--- config.mk ---
export PLATFORM = sky130hd
export DESIGN_NAME = mem_lsu_master
export DESIGN_NICKNAME = d
export VERILOG_FILES = /design/src/rtl/mem_lsu_master.sv
export SDC_FILE = /design/constraint.sdc
export NUM_CORES = 1
export LEC_CHECK = 0
export CAP_MARGIN = 0
export CELL_PAD_IN_SITES_DETAIL_PLACEMENT = 0
export CELL_PAD_IN_SITES_GLOBAL_PLACEMENT = 1
export CORE_MARGIN = 2
export CORE_UTILIZATION = 29
export DETAILED_ROUTE_END_ITERATION = 8
export HOLD_SLACK_MARGIN = 0.1
export PLACE_DENSITY_LB_ADDON = 0.1
export SETUP_SLACK_MARGIN = 0.15
export SLEW_MARGIN = 20
export SYNTH_ARGS = -nofsm -noshare
export SYNTH_HDL_FRONTEND = slang
export SYNTH_SLANG_ARGS = --single-unit
--- constraint.sdc ---
create_clock -name clk -period 2.2 [get_ports clk]
set_input_delay 0.44 -clock clk [delete_from_list [all_inputs] [get_ports clk]]
set_output_delay 0.44 -clock clk [all_outputs]
set_load 0.005 [all_outputs]
--- src/rtl/mem_lsu_master.sv ---
// mem_lsu_master
// Initiator side of the split cmd/read/write memory interface. It takes one
// load/store request at a time from the core's load/store stage and turns it
// into a single memory transaction. The transaction carries a word-aligned
// address, byte strobes and lane-replicated write data. For loads, the
// returned word is shifted, the addressed byte or half is extracted, and the
// result is sign- or zero-extended. Exactly one response is returned per
// accepted request.
//
// Optional feature: define MEM_LSU_MASTER_TIMEOUT_EN to enable a read-wait
// watchdog. After p_TIMEOUT_CYCLES cycles in RWAIT without read data, the
// request completes with resp_err = 1.
//
// Ports:
//   clk, rst                 clock (rising edge), synchronous active-low reset
//   req_valid/req_ready      core request handshake
//   req_wr, req_addr, req_size, req_unsigned, req_wdata   request fields
//   resp_valid, resp_rdata, resp_err                      one-cycle response
//   mem_valid/mem_ready, mem_addr, mem_cmd, mem_size      command channel
//   mem_r_valid/mem_r_ready, mem_r_data, mem_r_resp       read data channel
//   mem_w_valid/mem_w_ready, mem_w_strb, mem_w_data, mem_w_resp  write channel
module mem_lsu_master #(
    parameter int p_ADDR_BITS      = 32,
    parameter int p_DATA_BITS      = 32,
    parameter int p_STRB_BITS      = p_DATA_BITS / 8,
    parameter int p_TIMEOUT_CYCLES = 256
) (
    input  logic                   clk,
    input  logic                   rst,
    input  logic                   req_valid,
    output logic                   req_ready,
    input  logic                   req_wr,
    input  logic [p_ADDR_BITS-1:0] req_addr,
    input  logic [1:0]             req_size,
    input  logic                   req_unsigned,
    input  logic [p_DATA_BITS-1:0] req_wdata,
    output logic                   resp_valid,
    output logic [p_DATA_BITS-1:0] resp_rdata,
    output logic                   resp_err,
    output logic [p_ADDR_BITS-1:0] mem_addr,
    output logic                   mem_cmd,
    output logic [1:0]             mem_size,
    output logic                   mem_valid,
    input  logic                   mem_ready,
    output logic                   mem_r_ready,
    input  logic                   mem_r_valid,
    input  logic [p_DATA_BITS-1:0] mem_r_data,
    input  logic                   mem_r_resp,
    output logic                   mem_w_valid,
    input  logic                   mem_w_ready,
    output logic [p_STRB_BITS-1:0] mem_w_strb,
    output logic [p_DATA_BITS-1:0] mem_w_data,
    input  logic                   mem_w_resp
);

    localparam logic [1:0] ST_IDLE  = 2'd0;
    localparam logic [1:0] ST_CMD   = 2'd1;
    localparam logic [1:0] ST_RWAIT = 2'd2;
    localparam logic [1:0] ST_RESP  = 2'd3;

    localparam logic [1:0] SZ_BYTE = 2'd0;
    localparam logic [1:0] SZ_HALF = 2'd1;
    localparam logic [1:0] SZ_WORD = 2'd2;

    logic [1:0]             state_reg, state_next;
    logic [p_ADDR_BITS-1:2] addr_hi_reg;
    logic [1:0]             offset_reg;
    logic [1:0]             size_reg;
    logic                   wr_reg;
    logic                   unsigned_reg;
    logic [p_STRB_BITS-1:0] strb_reg, strb_next;
    logic [p_DATA_BITS-1:0] wdata_reg, wdata_next;
    logic [p_DATA_BITS-1:0] rdata_reg, rdata_ext;
    logic [p_DATA_BITS-1:0] rd_shifted;
    logic                   err_reg;
    logic                   accept;
    logic                   illegal;
    logic                   cmd_done;
    logic                   timeout_hit;

    // The response channel bits from the memory carry no information we act on.
    logic unused_resp;
    assign unused_resp = mem_r_resp ^ mem_w_resp;

    assign accept  = req_valid && (state_reg == ST_IDLE);
    assign illegal = (req_size == 2'd3)
                  || ((req_size == SZ_HALF) && req_addr[0])
                  || ((req_size == SZ_WORD) && (req_addr[1:0] != 2'b00));

    // A write needs both the command and the write-data beat to be taken in
    // the same cycle, because mem_w_valid rises and falls with mem_valid.
    assign cmd_done = mem_ready && (!wr_reg || mem_w_ready);

    always_comb begin
        strb_next = '0;
        case (req_size)
            SZ_BYTE: strb_next = {{(p_STRB_BITS-1){1'b0}}, 1'b1}  << req_addr[1:0];
            SZ_HALF: strb_next = {{(p_STRB_BITS-2){1'b0}}, 2'b11} << req_addr[1:0];
            SZ_WORD: strb_next = '1;
            default: strb_next = '0;
        endcase
    end

    // Lane replication: each byte lane picks the store byte that would land
    // there if the data were placed at any legal offset for its size.
    generate
        for (genvar gi = 0; gi < p_STRB_BITS; gi++) begin : g_lane
            always_comb begin
                case (req_size)
                    SZ_BYTE: wdata_next[8*gi +: 8] = req_wdata[7:0];
                    SZ_HALF: wdata_next[8*gi +: 8] = req_wdata[8*(gi%2) +: 8];
                    default: wdata_next[8*gi +: 8] = req_wdata[8*gi +: 8];
                endcase
            end
        end
    endgenerate

    assign rd_shifted = mem_r_data >> {offset_reg, 3'b000};

    always_comb begin
        case (size_reg)
            SZ_BYTE: rdata_ext = {{(p_DATA_BITS-8){!unsigned_reg && rd_shifted[7]}},
                                  rd_shifted[7:0]};
            SZ_HALF: rdata_ext = {{(p_DATA_BITS-16){!unsigned_reg && rd_shifted[15]}},
                                  rd_shifted[15:0]};
            default: rdata_ext = rd_shifted;
        endcase
    end

`ifdef MEM_LSU_MASTER_TIMEOUT_EN
    localparam int CNT_W = $clog2(p_TIMEOUT_CYCLES + 1);
    localparam logic [CNT_W-1:0] TMO_LAST = CNT_W'(p_TIMEOUT_CYCLES - 1);

    logic [CNT_W-1:0] tmo_cnt_reg;

    // Held at zero while the command is outstanding, so every RWAIT entry
    // starts counting from zero.
    always_ff @(posedge clk) begin
        if (!rst) begin
            tmo_cnt_reg <= '0;
        end else if (state_reg == ST_CMD) begin
            tmo_cnt_reg <= '0;
        end else if ((state_reg == ST_RWAIT) && !mem_r_valid) begin
            tmo_cnt_reg <= tmo_cnt_reg + 1'b1;
        end
    end

    assign timeout_hit = (tmo_cnt_reg == TMO_LAST);
`else
    localparam int unused_timeout_cycles = p_TIMEOUT_CYCLES;
    assign timeout_hit = 1'b0;
`endif

    always_comb begin
        state_next = state_reg;
        case (state_reg)
            ST_IDLE:  if (req_valid) state_next = illegal ? ST_RESP : ST_CMD;
            ST_CMD:   if (cmd_done) state_next = wr_reg ? ST_RESP : ST_RWAIT;
            ST_RWAIT: if (mem_r_valid || timeout_hit) state_next = ST_RESP;
            default:  state_next = ST_IDLE;
        endcase
    end

    always_ff @(posedge clk) begin
        if (!rst) begin
            state_reg    <= ST_IDLE;
            addr_hi_reg  <= '0;
            offset_reg   <= '0;
            size_reg     <= '0;
            wr_reg       <= 1'b0;
            unsigned_reg <= 1'b0;
            strb_reg     <= '0;
            wdata_reg    <= '0;
            rdata_reg    <= '0;
            err_reg      <= 1'b0;
        end else begin
            state_reg <= state_next;
            if (accept) begin
                addr_hi_reg  <= req_addr[p_ADDR_BITS-1:2];
                offset_reg   <= req_addr[1:0];
                size_reg     <= req_size;
                wr_reg       <= req_wr;
                unsigned_reg <= req_unsigned;
                strb_reg     <= strb_next;
                wdata_reg    <= wdata_next;
                rdata_reg    <= '0;
                err_reg      <= illegal;
            end
            if (state_reg == ST_RWAIT) begin
                if (mem_r_valid) begin
                    rdata_reg <= rdata_ext;
                end else if (timeout_hit) begin
                    rdata_reg <= '0;
                    err_reg   <= 1'b1;
                end
            end
        end
    end

    assign req_ready   = (state_reg == ST_IDLE);
    assign mem_valid   = (state_reg == ST_CMD);
    assign mem_w_valid = (state_reg == ST_CMD) && wr_reg;
    assign mem_r_ready = (state_reg == ST_RWAIT);
    assign resp_valid  = (state_reg == ST_RESP);
    assign resp_rdata  = rdata_reg;
    assign resp_err    = err_reg;
    assign mem_addr    = {addr_hi_reg, 2'b00};
    assign mem_cmd     = wr_reg;
    assign mem_size    = size_reg;
    assign mem_w_strb  = strb_reg;
    assign mem_w_data  = wdata_reg;

endmodule

# [Word level (Yosys, flattened, before mapping)]
# Index checks and enable logic that the tools add are counted.
[op_classes] mux=14 shifts=3 eq_ne=10 reduce_logical=18
[ops] operator="$mux 32" count=3
[ops] operator="$pmux 32 s2" count=1
[ops] operator="$shr 32x5->32" count=1
[ops] operator="$mux 8" count=2
[ops] operator="$pmux 8 s2" count=1
[ops] operator="$pmux 4 s3" count=1
[ops] operator="$eq 2x2->1 const B" count=4
[ops] operator="$mux 2" count=4
[ops] operator="$logic_and 1x1->1" count=7
[ops] operator="$eq 2x1->1 const B" count=3
[ops] operator="$logic_not 2->1" count=3
[ops] operator="$pmux 2 s3" count=1
[ops] operator="$ne 2x1->1 const B" count=2
[ops] operator="$shl 1x2->4 const A" count=1
[ops] operator="$shl 2x2->4 const A" count=1
[ops] operator="$logic_or 1x1->1" count=3
[ops] operator="$reduce_and 3->1" count=1
[ops] operator="$logic_not 1->1" count=2
[ops] operator="$ne 2x2->1 const B" count=1
[ops] operator="$reduce_bool 2->1" count=1
[ops] operator="$reduce_or 2->1" count=1
[ops] operator="$mux 1" count=1
[word_totals] inputBits=108 word_cells=55 ff_bits=107 output_inout_bits=109

# [Depth between registers and ports, before layout]
# Gate-level depths: netlist of the first run.
[depth] ltp_word=7 mapped_depth=7 ltp_nobuf=6

# [Worst setup path before layout of the first run]
# No wires, ideal clock.
[synth_timing] kind="flip-flop to flip-flop" from="register offset_reg[1]" to="register rdata_reg[20], in the netlist resp_rdata[20]" stages_incl_launch_ff=7 slack_ns=0.498 t_arrival_ns=1.567 setup_time_ns=0.134 synth_period_minus_slack_ns=1.702 path_buffers=2 required_time_ns=2.066 cell_sequence="dfxtp_1 -> buf_6 -> mux4_2 -> a2bb2oi_1 -> a21oi_2 -> buf_6 -> a211oi_1"
[synth_via] elab_chain_cells=5 elab_cells_between_ends=6 cone_classes="shift (1); mux (3); reduce/logical (2)"
[synth_lines] item="from (decl)" line="67" text="logic [1:0] offset_reg;"
[synth_lines] item="from (signal assigned)" line="180" text="offset_reg <= req_addr[1:0];"
[synth_lines] item="$shr 32x5->32 (*)" line="118" text="assign rd_shifted = mem_r_data >> {offset_reg, 3'b000};"
[synth_lines] item="$logic_and 1x1->1, on equally long branches" line="124, 122"
[synth_lines] item="$pmux 32 s2 (*)" line="121" text="case (size_reg)"
[synth_lines] item="$mux 32 (*)" line="190" text="if (mem_r_valid) begin"
[synth_lines] item="$mux 32 (*)" line="189" text="if (state_reg == ST_RWAIT) begin"
[synth_lines] item="to (signal assigned)" line="191" text="rdata_reg <= rdata_ext;"
[synth_lines] item="to (decl)" line="73" text="logic [p_DATA_BITS-1:0] rdata_reg, rdata_ext;"
# Mark *: on every way between the ends. The rest lies on a longest branch, timed or not.
# A chain may end at the register's enable or synchronous reset.

# [Worst setup path in the final report of the first run]
[layout_timing] from="register state_reg[0]" to="output port req_ready"
[layout_via] elab_chain_cells=1
[layout_lines] item="from (decl)" line="65" text="logic [1:0] state_reg, state_next;"
[layout_lines] item="from (signal assigned)" line="177" text="state_reg <= state_next;"
[layout_lines] item="$logic_not 2->1" line="200" text="assign req_ready = (state_reg == ST_IDLE);"
[layout_lines] item="to (decl)" line="31" text="output logic req_ready,"
# Every way passes these cells.

==> qor.txt, run 1 <==
TritonCTS sink count = 107
CP max-delay cell = clkdlybuf4s50_1
Worst Clk Skew = 0.00772 ns
Routed WL = 15500 um
Worst slew margin = 64.0%
Setup WS pre-CTS = 0.0436 ns
Starting DRT DRC Count = 179
top routing layer used = met4
Data arrival, critical path = 1.55 ns
Mapped Area = 4790 um^2
drt pass-1 iters = 4
initial antenna violation count = 0
setup TNS = 0 ns
num rows = 46
crit path kind = reg -> out
Worst-Skew Late Latency = 0.35 ns
Data required, critical path = 1.76 ns
Ant. Diodes = 0
Die H = 132 um
min cycle time layout = 1.99 ns
Seq pwr share = 35.8%
fin nets = 908
Crit. End Element = output pin
slowest stage delay, CP = 0.53 ns
Psw = 0.00229 W
synth unique cells = 36
vias = 4777
fmax = 501 MHz
power per standard cell area = 937 nW/um^2
Syn. warnings = 0
Final Max Slew Viols = 0
post-route antenna net violation count = 0
Switching Fraction = 32.5%
Hold Violations, Final = 0
H-Tree Depth = 3
Layout area overhead = 57.2%
vias in the first global route = 4706
largest net degree at the start of global routing = 50
TritonCTS Buffers = 9
CTS clk-pin slew, worst paths = 0.07 ns
Seq/Total Area, Yosys = 44.8%
fill count = 1599
Max VDD drop = 604 uV
Setup WS post-layout = 0.206 ns
Setup Viol. Count Final = 0
post-DP HPWL = 11700 um
Worst Path Max Fanout = 6
CTS tree = done
WL met2 = 7150 um
Final GP Congestion = 0.821
core area = 16000 um^2
P_leak = 2.73 nW
worst path cell trace = inv_1, ha_2, clkdlybuf4s50_1
WL met3 = 1230 um
DRC Markers = 0
Slew @ Worst Pin = 0.540 ns
Starting Density = 29.9%
RSZ-0062 raised after global routing = true
drt via density = 4.70
Chip Width = 132 um
clock power share = 24.3%
DR WL/cell = 15.2 um
die area = 17500 um^2
power share of the combinational group = 39.9%
layout cell share with drive strength beyond 1 = 7.24%
Post-CTS Hold Fix Bufs = 0
Tot GR Track Use = 17.7%
first-pass GRT wire length = 25000 um
PortBufs = 212
CTS root buffer = clkbuf_16
grt ovf = 0
Seq cells post-synth = 107
Mean Syn Cell Area = 7.99 um^2
I/O pin cnt = 217
cell count after synthesis = 599
status = completed
M1 WL = 6990 um
crit start category = flop
period utilization = 90.7%
MaxCap Viol Count = 0
Int Pwr = 0.00476 W
Worst Hold Class = reg -> reg
CTS max path bufs = 2
[power groups by stage]
stage,Sequential [W],Clock (W),Combinational (W)
after global routing,0.00258,0.00186,0.00312
after CTS,0.00253,0.00177,0.00286
after floorplan,0.00256,0,0.00140
after detailed placement,0.00257,0,0.00283
after global placement,0.00255,0,0.00281
final,0.00253,0.00171,0.00281
[placed cells by master (no fill, tap or decap), types with 2 or more instances in the layout]
cell and count:
clkdlybuf4s50_1 211, nand2_1 150, dfxtp_1 105, a21oi_1 83, nor2_1 38, a211oi_1 32, o21ai_0 27, mux2i_1 26
buf_4 21, nor2b_1 12, and2_1 10, a311oi_1 9, clkbuf_16 9, mux2_2 8, a211o_1 7, a32oi_1 7
inv_1 4, buf_12 4, clkinv_2 3, o211ai_1 3, ha_2 3, nand2b_1 2, or4_1 2, a31oi_1 2
conb_1 2, clkbuf_1 2, bufinv_16 2, dfxtp_2 2
[per-layer routing]
metal,up-vias,GRT usage [%]
li1,2453,-
met4,0,3.76
met5,-,0
met2,141,28.5
met3,11,7.09
met1,2172,22.4
[worst paths after layout]
check | startpoint | endpoint | slack, ns | depth (start not counted)
worst max-delay path | state_reg[0]$_SDFFE_PN0P_ | req_ready | 0.21 | 3
worst min-delay path | mem_w_strb[3]$_SDFFE_PN0P_ | mem_w_strb[3]$_SDFFE_PN0P_ | 0.45 | 2
worst max register to register | offset_reg[1]$_SDFFE_PN0P_ | resp_rdata[18]$_SDFF_PN0_ | 0.46 | 5
worst min register to register | mem_w_strb[3]$_SDFFE_PN0P_ | mem_w_strb[3]$_SDFFE_PN0P_ | 0.45 | 2
[cells by family (layout without fill, tap and decap cells)]
kind of cell	count (synthesis)	in the layout	share of synthesized area, %
simple gates	219	219	18.8
compound gates	176	176	22.4
flops	107	107	44.8
buf+inv	57	258	5.12
mux	35	35	7.79
fa+ha+maj	4	4	1.05
other cells	1	2	0.0784
[critical path, delay by kind of cell, from the launching register on]
kind                       cells  cell delay, ns
buffers and inverters          2            0.61
DFF                            1            0.34
adders and majority gates      1            0.25
[final cells by class]
cell class / instances / area (um^2) / area share, %
well taps: 216 / 270 / 3.59
flip-flops and latches: 107 / 2140 / 28.5
clock buffers: 11 / 233 / 3.09
clock inverters: 5 / 77.6 / 1.03
repair buffers: 237 / 2360 / 31.4
multi-input cells: 436 / 2410 / 32.1
inverters: 5 / 20.0 / 0.266
[timing repair]
action                                  CTS  global route
pin swaps                                 0             0
buffers inserted                          0             0
endpoints found under the setup margin    3             3
resized for setup                         3             3
hold endpoints to repair                  0             0
[cells in the mapped netlist]
master / instances / area, um^2
a22oi_1: 1 / 7.51
mux4_2: 1 / 22.5
and2_1: 11 / 68.8
a32oi_1: 7 / 61.3
mux2i_1: 26 / 260
nor2b_1: 12 / 75.1
a211o_1: 7 / 61.3
a21oi_2: 1 / 8.76
mux2_2: 8 / 90.1
o22ai_1: 1 / 6.26
inv_2: 1 / 3.75
or3_1: 1 / 6.26
buf_2: 7 / 35.0
a311oi_1: 9 / 78.8
a211oi_1: 32 / 240
ha_1: 4 / 50.1
o211ai_1: 3 / 22.5
buf_6: 2 / 22.5
dfxtp_1: 107 / 2140
o21ai_0: 27 / 135
clkbuf_1: 38 / 143
nand2b_1: 2 / 12.5
nand2_1: 151 / 567
or2_2: 1 / 6.26
nor2_1: 38 / 143
conb_1: 1 / 3.75
a31oi_1: 2 / 12.5
a21boi_0: 1 / 7.51
a2bb2oi_1: 1 / 8.76
buf_1: 3 / 11.3
inv_1: 4 / 15.0
or4_1: 2 / 15.0
nor3_1: 1 / 5.00
buf_4: 2 / 15.0
a21oi_1: 83 / 415
a21o_1: 1 / 7.51
[through the flow]
step | area (um^2) | power [W] | util [%] | hold WS [ns] | std cells
floorplan | 4790 | 0.00396 | - | 0.448 | 600
global placement | 7200 | 0.00536 | 45.0 | 0.442 | 1001
detailed placement | 7200 | 0.00540 | 45.0 | 0.447 | 1001
CTS | 7520 | 0.00715 | 47.0 | 0.456 | 1017
global route | 7520 | 0.00755 | 47.0 | 0.471 | 1017
finish | 7520 | 0.00705 | 47.0 | 0.450 | 1017
(Power assumes the default switching activity.)
==> run 2, diff against run 1 <==
- CORE_ASPECT_RATIO: not set -> 1.2
==> qor.txt, run 2 (synthesized netlist as in run 1, its figures left out) <==
status = completed
Final Max Slew Viols = 0 (unchanged)
initial antenna violation count = 0 (unchanged)
vias in the first global route = 4662 (-0.93%)
crit path kind = reg -> out
CTS root buffer = clkbuf_16
period utilization = 91.4% (+0.72 points)
DR WL/cell = 16.2 um (+6.0%)
CTS tree = done
post-route antenna net violation count = 0 (unchanged)
Slew @ Worst Pin = 0.572 ns (+0.0322 ns)
Setup WS post-layout = 0.190 ns (-0.0159 ns)
I/O pin cnt = 217 (unchanged)
Worst slew margin = 61.8% (-2.2 points)
crit start category = flop
num rows = 51 (+11%)
WP buf/inv = 2 (unchanged)
CTS max path bufs = 2 (unchanged)
Chip Width = 121 um (-8.5%)
CP max-delay cell = clkdlybuf4s50_1
FF-to-FF setup slack = 0.51 ns (+0.05 ns)
min cycle time layout = 2.01 ns (+0.0159 ns)
power share of the combinational group = 40.9% (+1.0 points)
power per standard cell area = 935 nW/um^2 (-0.26%)
Stages on worst setup path = 3 (unchanged)
Tot GR Track Use = 18.5% (+0.78 points)
TritonCTS sink count = 107 (unchanged)
Data required, critical path = 1.76 ns (about the same)
TritonCTS Buffers = 9 (unchanged)
Layout area overhead = 57.4%
Starting Density = 29.5% (-0.38 points)
Psw = 0.00233 W (+1.8%)
Worst-Skew Late Latency = 0.36 ns (about the same)
FF-to-FF End = resp_rdata[18]$_SDFF_PN0_
critical path endpoint = req_ready
H-Tree Depth = 3 (unchanged)
fin nets = 907 (-0.11%)
Data arrival, critical path = 1.57 ns (+0.02 ns)
largest net degree at the start of global routing = 44 (-12%)
Worst Clk Skew = 0.00826 ns (+0.000533 ns)
leading cell type in the layout, fill and taps excluded = clkdlybuf4s50_1
Switching Fraction = 33.1% (+0.63 points)
worst path cell trace = inv_1, ha_2, clkdlybuf4s50_1
Register-to-Register Path Depth = 5 (unchanged)
fill count = 1663 (+4.0%)
setup repair bufs after CTS = 0 (unchanged)
Routed WL = 16400 um (+5.5%)
Ant. Diodes = 0 (unchanged)
PortBufs = 212 (unchanged)
Crit. Startpoint = state_reg[1]$_SDFFE_PN0P_
first-pass GRT wire length = 25300 um (+0.85%)
MaxCap Viol Count = 0 (unchanged)
post-DP HPWL = 11900 um (+1.9%)
most frequent cells in the layout = 211 x clkdlybuf4s50_1, 150 x nand2_1, 107 x dfxtp_1
Worst Path Max Fanout = 6 (unchanged)
Max VDD drop = 352 uV (-42%)
Starting DRT DRC Count = 281 (+57%)
Die H = 145 um (+9.3%)
die area = 17600 um^2 (about the same)
setup TNS = 0 ns (unchanged)
drt pass-1 iters = 4 (unchanged)
RSZ-0062 raised after global routing = true
vias = 4832 (+1.2%)
top cell family by delay on the critical path = buffers and inverters
DRC Markers = 0 (unchanged)
Seq pwr share = 35.8% (about the same)
fmax = 497 MHz (-0.79%)
layout cell share with drive strength beyond 1 = 6.63% (-0.62 points)
P_leak = 2.72 nW (-0.51%)
Hold Violations, Final = 0 (unchanged)
Setup WS pre-CTS = 0.0828 ns (+0.0392 ns)
drt via density = 4.77 (+1.7%)
Crit. End Element = output pin
grt ovf = 0 (unchanged)
core area = 16200 um^2 (+1.3%)
Worst Hold Class = reg -> reg
CTS clk-pin slew, worst paths = 0.07 ns (about the same)
clock power share = 23.3% (-1.0 points)
slowest stage delay, CP = 0.53 ns (about the same)
reg2reg start = offset_reg[1]$_SDFFE_PN0P_
Int Pwr = 0.00471 W (-1.1%)
Setup Viol. Count Final = 0 (unchanged)
Final GP Congestion = 0.812 (-1.2%)
==> run 2: layout make-up <==
cell class | instances | area, um^2 | area share (%)
Clock inverter | 2 | 35.0 | 0.465
Tap cell | 212 | 265 | 3.52
Timing Repair Buffer | 236 | 2400 | 31.9
Clock buffer | 14 | 254 | 3.37
Multi-Input combinational cell | 436 | 2410 | 32.0
Sequential cell | 107 | 2140 | 28.4
Inverter | 5 | 20.0 | 0.266
==> run 2: stage by stage <==
stage / cells / total power, W / cell area (um^2) / hold slack [ns] / utilization, %
after floorplan: 600 / 0.00396 / 4790 / 0.448 / -
after global placement: 996 / 0.00542 / 7240 / 0.442 / 44.6
after detailed placement: 996 / 0.00547 / 7240 / 0.444 / 44.6
after CTS: 1012 / 0.00715 / 7530 / 0.456 / 46.4
after global routing: 1012 / 0.00753 / 7530 / 0.472 / 46.5
final: 1012 / 0.00704 / 7530 / 0.452 / 46.5
==> run 2: timing repair <==
action | CTS | global route
cloned | 0 | 0
setup endpoints to repair | 2 | 2
resized for setup | 3 | 1
hold buffers | 0 | 0
endpoints found under the hold margin | 0 | 0
==> run 2: power groups by stage <==
stage               Combinational (W)  Clock [W]  Sequential (W)
floorplan                     0.00140          0         0.00256
detailed placement            0.00291          0         0.00256
CTS                           0.00293    0.00171         0.00252
finish                        0.00288    0.00164         0.00252
global route                  0.00320    0.00177         0.00257
global placement              0.00288          0         0.00255
==> run 2: per-layer routing <==
layer | track usage [%] | vias to the layer above | share of wire, % | routed length, um
li1 | - | 2450 | - | -
met4 | 7.02 | 0 | 1.7 | 281
met1 | 22.2 | 2225 | 42 | 6940
met2 | 31.4 | 141 | 49 | 8040
met5 | 0 | - | 0 | 0
met3 | 5.25 | 16 | 6.7 | 1090
==> run 2: worst min path at each step <==
| stage | start | end | slack, ns | depth (start not counted) |
|---|---|---|---|---|
| 6_report | addr_hi_reg[5]$_SDFFE_PN0P_ | addr_hi_reg[5]$_SDFFE_PN0P_ | 0.45 | 2 |
| 2_1_floorplan | mem_w_strb[1]$_SDFFE_PN0P_ | mem_w_strb[1]$_SDFFE_PN0P_ | 0.45 | 2 |
| 4_1_cts | addr_hi_reg[13]$_SDFFE_PN0P_ | addr_hi_reg[13]$_SDFFE_PN0P_ | 0.46 | 2 |
| 5_1_grt | mem_w_data[27]$_SDFFE_PN0P_ | mem_w_data[27]$_SDFFE_PN0P_ | 0.47 | 2 |
| 3_5_place_dp | mem_w_strb[3]$_SDFFE_PN0P_ | mem_w_strb[3]$_SDFFE_PN0P_ | 0.44 | 2 |
| 3_3_place_gp | mem_w_strb[3]$_SDFFE_PN0P_ | mem_w_strb[3]$_SDFFE_PN0P_ | 0.44 | 2 |
==> run 2: worst reg2reg max path: stages, from the launching register on <==
cell,delay [ns]
dfxtp_1,0.41
mux4_2,0.57
a2bb2oi_1,0.16
a21oi_2,0.19
buf_12,0.16
a211oi_1,0.07
